$ cat src/rtl/afifo_pkg.sv
// Shared async-FIFO definitions: byte width and the keep-field width helper.
package afifo_pkg;

  localparam int BYTE_W = 8;

  function automatic int keep_w(input int bytes);
    return $clog2(bytes + 1);
  endfunction

endpackage

$ cat src/rtl/afifo_byte_accum.sv
// Collects popped bytes into a partial word and assembles the output word.
// Latency: complete is combinational with the pop of the final byte; no own backpressure.
module afifo_byte_accum
  import afifo_pkg::*;
#(
  parameter int BYTES     = 2,
  parameter bit LSB_FIRST = 1'b1
) (
  input  logic                       rclk,
  input  logic                       rrst_n,
  input  logic                       push,
  input  logic [BYTE_W-1:0]          din,
  input  logic                       drain,
  output logic [$clog2(BYTES)-1:0]   byte_cnt,
  output logic                       complete,
  output logic [BYTE_W*BYTES-1:0]    word
);

  localparam int CNT_W = $clog2(BYTES);
  localparam logic [CNT_W-1:0] LAST = CNT_W'(BYTES - 1);

  logic [BYTE_W*(BYTES-1)-1:0] acc;

  assign complete = push && (byte_cnt == LAST);

  // Slots are cleared whenever a word leaves, so unfilled slots read as zero.
  always_ff @(posedge rclk) begin
    if (!rrst_n) begin
      acc      <= '0;
      byte_cnt <= '0;
    end else if (complete || drain) begin
      acc      <= '0;
      byte_cnt <= '0;
    end else if (push) begin
      for (int i = 0; i < BYTES - 1; i++) begin
        if (byte_cnt == CNT_W'(i)) begin
          acc[i*BYTE_W +: BYTE_W] <= din;
        end
      end
      byte_cnt <= byte_cnt + 1'b1;
    end
  end

  always_comb begin
    word = '0;
    for (int i = 0; i < BYTES - 1; i++) begin
      if (LSB_FIRST) begin
        word[i*BYTE_W +: BYTE_W] = acc[i*BYTE_W +: BYTE_W];
      end else begin
        word[(BYTES-1-i)*BYTE_W +: BYTE_W] = acc[i*BYTE_W +: BYTE_W];
      end
    end
    if (complete) begin
      if (LSB_FIRST) begin
        word[(BYTES-1)*BYTE_W +: BYTE_W] = din;
      end else begin
        word[BYTE_W-1:0] = din;
      end
    end
  end

endmodule

$ cat src/rtl/afifo_word_reader.sv
// Async-FIFO read-side packer: pops bytes, emits BYTES-wide words; m_valid rises on the final pop edge.
// Backpressure: pops stall only at the last byte slot while the output is held; WRD_FLUSH_EN adds flush/m_keep.
module afifo_word_reader
  import afifo_pkg::*;
#(
  parameter int BYTES     = 2,
  parameter bit LSB_FIRST = 1'b1
) (
  input  logic                        rclk,
  input  logic                        rrst_n,
  input  logic                        empty,
  input  logic [BYTE_W-1:0]           readData,
  output logic                        rinc,
  output logic                        m_valid,
  output logic [BYTE_W*BYTES-1:0]     m_data,
  input  logic                        m_ready
`ifdef WRD_FLUSH_EN
  ,
  input  logic                        flush,
  output logic [keep_w(BYTES)-1:0]    m_keep
`endif
);

  localparam int CNT_W  = $clog2(BYTES);
  localparam int KEEP_W = keep_w(BYTES);
  localparam logic [CNT_W-1:0] LAST = CNT_W'(BYTES - 1);

  logic                      out_free;
  logic                      flush_pend;
  logic                      emit_part;
  logic                      complete;
  logic [CNT_W-1:0]          byte_cnt;
  logic [BYTE_W*BYTES-1:0]   word;

  assign out_free = !m_valid || m_ready;
  assign rinc     = rrst_n && !empty && !((byte_cnt == LAST) && !out_free) && !flush_pend;

  afifo_byte_accum #(
    .BYTES     (BYTES),
    .LSB_FIRST (LSB_FIRST)
  ) u_accum (
    .rclk     (rclk),
    .rrst_n   (rrst_n),
    .push     (rinc),
    .din      (readData),
    .drain    (emit_part),
    .byte_cnt (byte_cnt),
    .complete (complete),
    .word     (word)
  );

`ifdef WRD_FLUSH_EN
  assign emit_part = flush_pend && out_free;

  // A flush only arms if bytes remain after this edge's pop; a completing edge leaves none.
  always_ff @(posedge rclk) begin
    if (!rrst_n) begin
      flush_pend <= 1'b0;
    end else if (emit_part) begin
      flush_pend <= 1'b0;
    end else if (flush && !complete && (rinc || (byte_cnt != '0))) begin
      flush_pend <= 1'b1;
    end
  end

  always_ff @(posedge rclk) begin
    if (!rrst_n) begin
      m_keep <= '0;
    end else if (complete) begin
      m_keep <= KEEP_W'(BYTES);
    end else if (emit_part) begin
      m_keep <= KEEP_W'(byte_cnt);
    end
  end
`else
  assign flush_pend = 1'b0;
  assign emit_part  = 1'b0;
`endif

  always_ff @(posedge rclk) begin
    if (!rrst_n) begin
      m_valid <= 1'b0;
      m_data  <= '0;
    end else if (complete || emit_part) begin
      m_valid <= 1'b1;
      m_data  <= word;
    end else if (m_ready) begin
      m_valid <= 1'b0;
    end
  end

endmodule
$ cat config.mk
export PLATFORM = sky130hd
export DESIGN_NAME = afifo_word_reader
export DESIGN_NICKNAME = d
export VERILOG_FILES = /design/src/rtl/afifo_pkg.sv /design/src/rtl/afifo_byte_accum.sv /design/src/rtl/afifo_word_reader.sv
export SDC_FILE = /design/constraint.sdc
export NUM_CORES = 1
export LEC_CHECK = 0
export CORE_MARGIN = 2
export CORE_UTILIZATION = 40
export CTS_BUF_LIST = sky130_fd_sc_hd__clkbuf_8
export CTS_CLUSTER_DIAMETER = 120
export DETAILED_ROUTE_END_ITERATION = 10
export DONT_BUFFER_PORTS = 1
export HOLD_SLACK_MARGIN = 0.02
export PLACE_DENSITY = 0.62
export SLEW_MARGIN = 20
export SYNTH_ARGS = -nofsm -noshare
export SYNTH_HDL_FRONTEND = slang
export SYNTH_HIERARCHICAL = 1
export SYNTH_SLANG_ARGS = --single-unit
export TNS_END_PERCENT = 50
$ cat constraint.sdc
create_clock -name rclk -period 4.1 [get_ports rclk]
set_clock_uncertainty 0.05 [all_clocks]
set_input_delay 0.41 -clock rclk [delete_from_list [all_inputs] [get_ports rclk]]
set_output_delay 0.41 -clock rclk [all_outputs]
set_load 0.1 [all_outputs]
Word level (Yosys, flattened, before mapping). Index checks and enable logic that the tools add are counted. W data, S select, Z words.

Bits in registers: 26. Bits in latches: 0. Memory bits (writable): 0. Memory bits (read-only): 0. Input port bits: 12. Output and inout port bits: 18. Logic and storage cells: 21. Memories: 0.

Add/subtract/negate cells: 1. Multipliers: 0. Divide/modulo/power cells: 0. $lt $le $gt $ge: 0. Equality and inequality tests: 0. Shift operators: 0. Muxes and demuxes: 2. Bitwise operators: 2. Reduce and logical (&&, ||, !) cells: 12.

Operator list (number): $logic_and A1 B1 Y1 (4); $logic_not A1 Y1 (4); $mux W1 (2); $not A1 Y1 (2); $reduce_and A2 Y1 (1); $reduce_bool A2 Y1 (1); $reduce_or A2 Y1 (1); $add A1 B1 Y1 const B (1); $logic_or A1 B1 Y1 (1).

Longest topological paths before layout.
Depth in word-level cells: 8. Gate-level depth with buffers: 8. Depth with buffers taken out: 5.

Modules after synthesis. Netlist, hierarchy kept.

By module, submodules not included: afifo_word_reader (instances 1, cells an instance 57, area an instance 664.4 µm², seq. area each 340.3 µm²); afifo_byte_accum (instances 1, cells an instance 49, area an instance 439.2 µm², seq. area each 180.2 µm²).

Worst setup path before layout. No wires, ideal clock.

Path type: flip-flop to flip-flop. From: register m_valid. To: register m_data[0]. Library setup time: 0.120 ns. Data arrival time: 3.584 ns. Required time: 3.930 ns. Setup slack: 0.346 ns. Cell stages (with the launch flop): 9. Buffers on the path: 3. Clock period less this slack: 3.754 ns. Cell sequence: dfxtp_1 -> nor2b_1 -> a21oi_1 -> buf_6 -> and2_1 -> buf_6 -> buf_12 -> mux2i_1 -> nor2b_1.

Word-level cells in the longest chain between the ends: 7.

Ends and longest elaborated chain: start, declared (RTL line afifo_word_reader.sv:14) `output logic m_valid,`; start signal, assigned (RTL line afifo_word_reader.sv:82) `m_valid <= 1'b0;`; start signal, assigned (RTL line afifo_word_reader.sv:85) `m_valid <= 1'b1;`; start signal, assigned (RTL line afifo_word_reader.sv:88) `m_valid <= 1'b0;`; $logic_not A1 Y1 (RTL line afifo_word_reader.sv:35) `assign out_free = !m_valid || m_ready;`; $logic_or A1 B1 Y1 (RTL line afifo_word_reader.sv:35); $logic_not A1 Y1 (RTL line afifo_word_reader.sv:36) `assign rinc = rrst_n && !empty && !((byte_cnt == LAST) && !out_free) && !flush_pend;`; $logic_and A1 B1 Y1 (RTL line afifo_word_reader.sv:36); $logic_not A1 Y1 (RTL line afifo_word_reader.sv:36); $logic_and A1 B1 Y1 (RTL line afifo_word_reader.sv:36); net rinc (RTL line afifo_word_reader.sv:13) `output logic rinc,`; $logic_and A1 B1 Y1 (RTL line afifo_byte_accum.sv:24) `assign complete = push && (byte_cnt == LAST);`; net complete (RTL line afifo_word_reader.sv:31) `logic complete;`; end signal, assigned (RTL line afifo_word_reader.sv:86) `m_data <= word;`; end, declared (RTL line afifo_word_reader.sv:15) `output logic [BYTE_W*BYTES-1:0] m_data,`.

The timed path passes the listed nets, and every way through them passes these cells. A chain may end at the register's enable or synchronous reset.

Worst setup path in the final report.
From: register m_valid. To: register m_data[8].

Word-level cells in the longest chain between the ends: 7.

Ends and longest elaborated chain (RTL line): $logic_not A1 Y1 (afifo_word_reader.sv:35); $logic_or A1 B1 Y1 (afifo_word_reader.sv:35); $logic_not A1 Y1 (afifo_word_reader.sv:36); $logic_and A1 B1 Y1 (afifo_word_reader.sv:36); $logic_not A1 Y1 (afifo_word_reader.sv:36); $logic_and A1 B1 Y1 (afifo_word_reader.sv:36); $logic_and A1 B1 Y1 (afifo_byte_accum.sv:24); net complete (afifo_word_reader.sv:31).

The timed path passes the listed nets, and every way through them passes these cells.

==> results.json <==
{
  "netlist.area_leader.share_pct": 47.2,
  "fmax_mhz": 461,
  "period_share_pct": 52.9,
  "clk_pin_slew_ns": 0.09,
  "vias": 691,
  "ant_nets": 0,
  "synth_ff_type": "dfxtp_1",
  "final_net_count": 118,
  "die-height_um": 56.5,
  "arrival_ns": 2.28,
  "syn_to_final_growth_pct": 6.12,
  "synth_edf_count": 0,
  "grt_setup_unrepaired": "no",
  "die_x_um": 56.5,
  "p_leak_nw": 0.387,
  "antenna_found_initial": 0,
  "port_buffers": 0,
  "ir_drop_mv": 0.195,
  "drive_gt1_share_pct": 6.67,
  "fin_tns_setup_ns": 0,
  "post_synth.cell_area_avg_um2": 10.4,
  "synth_commonest_cells": "26 x dfxtp_1, 17 x nor2b_1, 16 x mux2i_1",
  "hold_buffers": 0,
  "routedWlPerCell_um": 15.1,
  "avgViaCountPerCell": 5.08,
  "cts_resized": 0,
  "netlist_instances": 106,
  "clkSinkCount": 26,
  "path_max_fanout": 17,
  "cts_made_buffers": 3,
  "yosysSeqAreaShare_pct": 47.2,
  "grt_overflow": 0,
  "dp.cells": 132,
  "yosysWarnings": 6,
  "finalCriticalPeriod_ns": 2.17,
  "maxCapViolations": 0,
  "min-delay-path-class": "primary input to flip-flop",
  "critical_path.slowest_cell": "and2_1",
  "initial_utilization_pct": 41.1,
  "insertion_delay_ns": 0.27,
  "synth_top_area_cell": "dfxtp_1",
  "setup_viol": 0,
  "grt_util_all_layers_pct": 13.9,
  "path_cells": "buf_4 -> nor2b_1 -> a21oi_4 -> and2_1 -> mux2i_1 -> nor2b_1",
  "synth_area_leaders": "dfxtp_1 47%, mux2i_1 15%, nor2b_1 9.6%",
  "syn-cell-area_um2": 1100,
  "htreeDepth": 1,
  "slew-limit-headroom_pct": 34.2,
  "cts_tree": "built",
  "worstSetupStartpointType": "flip-flop",
  "power.total_mw": 0.489,
  "yosysMostFrequentCell": "dfxtp_1",
  "hold_violations": 0,
  "synth_cell_type_count": 16,
  "required_ns": 4.21,
  "critPathKind": "flip-flop to flip-flop",
  "final-max-slew-violation-count": 0,
  "final_cells": 136,
  "gp_congestion": 0.666,
  "first_pass_iters": 4,
  "cpPeakStageDelay_ns": 0.77,
  "drt_iter0_drc": 5,
  "io_pins": 30,
  "rows": 19,
  "p_per_area_nw_per_um2": 418,
  "post-cts-setup-buffers": 0,
  "grt_pass1_wl_um": 3440,
  "status": "complete, no violations",
  "worstMarginPinSlew_ns": 0.986,
  "cts_buffer_depth": 2,
  "core_area_um2": 2690,
  "async_reset_ff_share_pct": 0,
  "wirelength_um": 2050,
  "cts_root_buf": "clkbuf_8",
  "post-dp-hpwl_um": 1400,
  "ys_ff_latch": 26,
  "end_kind": "flip-flop",
  "grt_pass1_vias": 717,
  "die-area_um2": 3200,
  "syn_nets": 118,
  "n_antenna_cell": 0,
  "cp_common_cell": "nor2b_1",
  "drc_errors": 0,
  "grt_max_degree": 27
}
==> kinds of logic after synthesis <==
family	after synthesis	synth area share, %
buf+inv	7	6.24
flops	26	47.2
other cells	1	0.340
xor+xnor	1	0.794
mux	16	14.5
compound gates	10	4.76
simple gates	45	26.2
==> per-stage QoR <==
stage	util [%]	hold WS, ns	cell area (um^2)	setup WS (ns)
6_report	43.6	0.218	1170	1.93
3_3_place_gp	40.9	0.407	1100	1.97
3_5_place_dp	40.9	0.411	1100	1.94
4_1_cts	43.6	0.210	1170	1.91
5_1_grt	43.6	0.206	1170	1.77
2_1_floorplan	-	0.395	1100	0.346
==> flip-flops by register name, indices dropped and copies added, names as in the netlist <==
signal,count
m_data,16
u_accum/byte_cnt,1
u_accum/acc,8
m_valid,1
==> power by group <==
part           switching (mW)  internal, mW  total [mW]
clock                  0.0786         0.131       0.209
combinational          0.0129       0.00962      0.0225
sequential            0.00324         0.255       0.258
total                  0.0947         0.395       0.489
==> cell type report <==
class                      count  area, um^2
timing repair buffer           2        15.0
clock buffer                   3        41.3
clock inverter                 1        30.0
multi-input combinational     73         526
sequential                    26         520
tap                           31        38.8
fill                         275        1520
==> path summary, 6_finish.rpt <==
path	slack (ns)	cells after the start	startpoint	endpoint
max	1.93	6	m_valid$_SDFFE_PN0P_	m_data[8]$_SDFFE_PN0P_
min	0.22	1	rrst_n	m_valid$_SDFFE_PN0P_
max reg2reg	1.93	6	m_valid$_SDFFE_PN0P_	m_data[8]$_SDFFE_PN0P_
min reg2reg	0.42	2	u_accum/acc[6]$_SDFFE_PP0P_	u_accum/acc[6]$_SDFFE_PP0P_
==> placed cells by master, fill, tap and decap left out <==
cell       synthesis  layout
nor2_1             1       1
nand2b_1          10      10
conb_1             1       1
and3_1             8       8
dfxtp_1           26      26
nand3b_1           8       8
xnor2_1            1       1
a21oi_1            9       8
buf_4              1       2
o21a_1             1       1
bufinv_16          0       1
nor2b_1           17      17
clkbuf_8           0       3
a21oi_4            0       1
mux2i_1           16      16
and2_1             1       1
==> layer usage <==
| metal | share of wire [%] | vias to the layer above | track usage, % |
|---|---|---|---|
| li1 | - | 353 | - |
| met1 | 41 | 311 | 15.3 |
| met2 | 49 | 25 | 23.8 |
| met3 | 9.4 | 2 | 4.84 |
| met4 | 0.63 | 0 | 6.12 |
| met5 | 0 | - | 0 |
==> critical path, delay by kind of cell (launching register included) <==
kind	cells	cell delay, ns
AOI/OAI and AO/OA	1	0.15
DFF	1	0.31
muxes	1	0.26
buffers and inverters	1	0.22
and+or+nand+nor	3	1.05
Note: power is estimated with default switching activity, not from simulation.
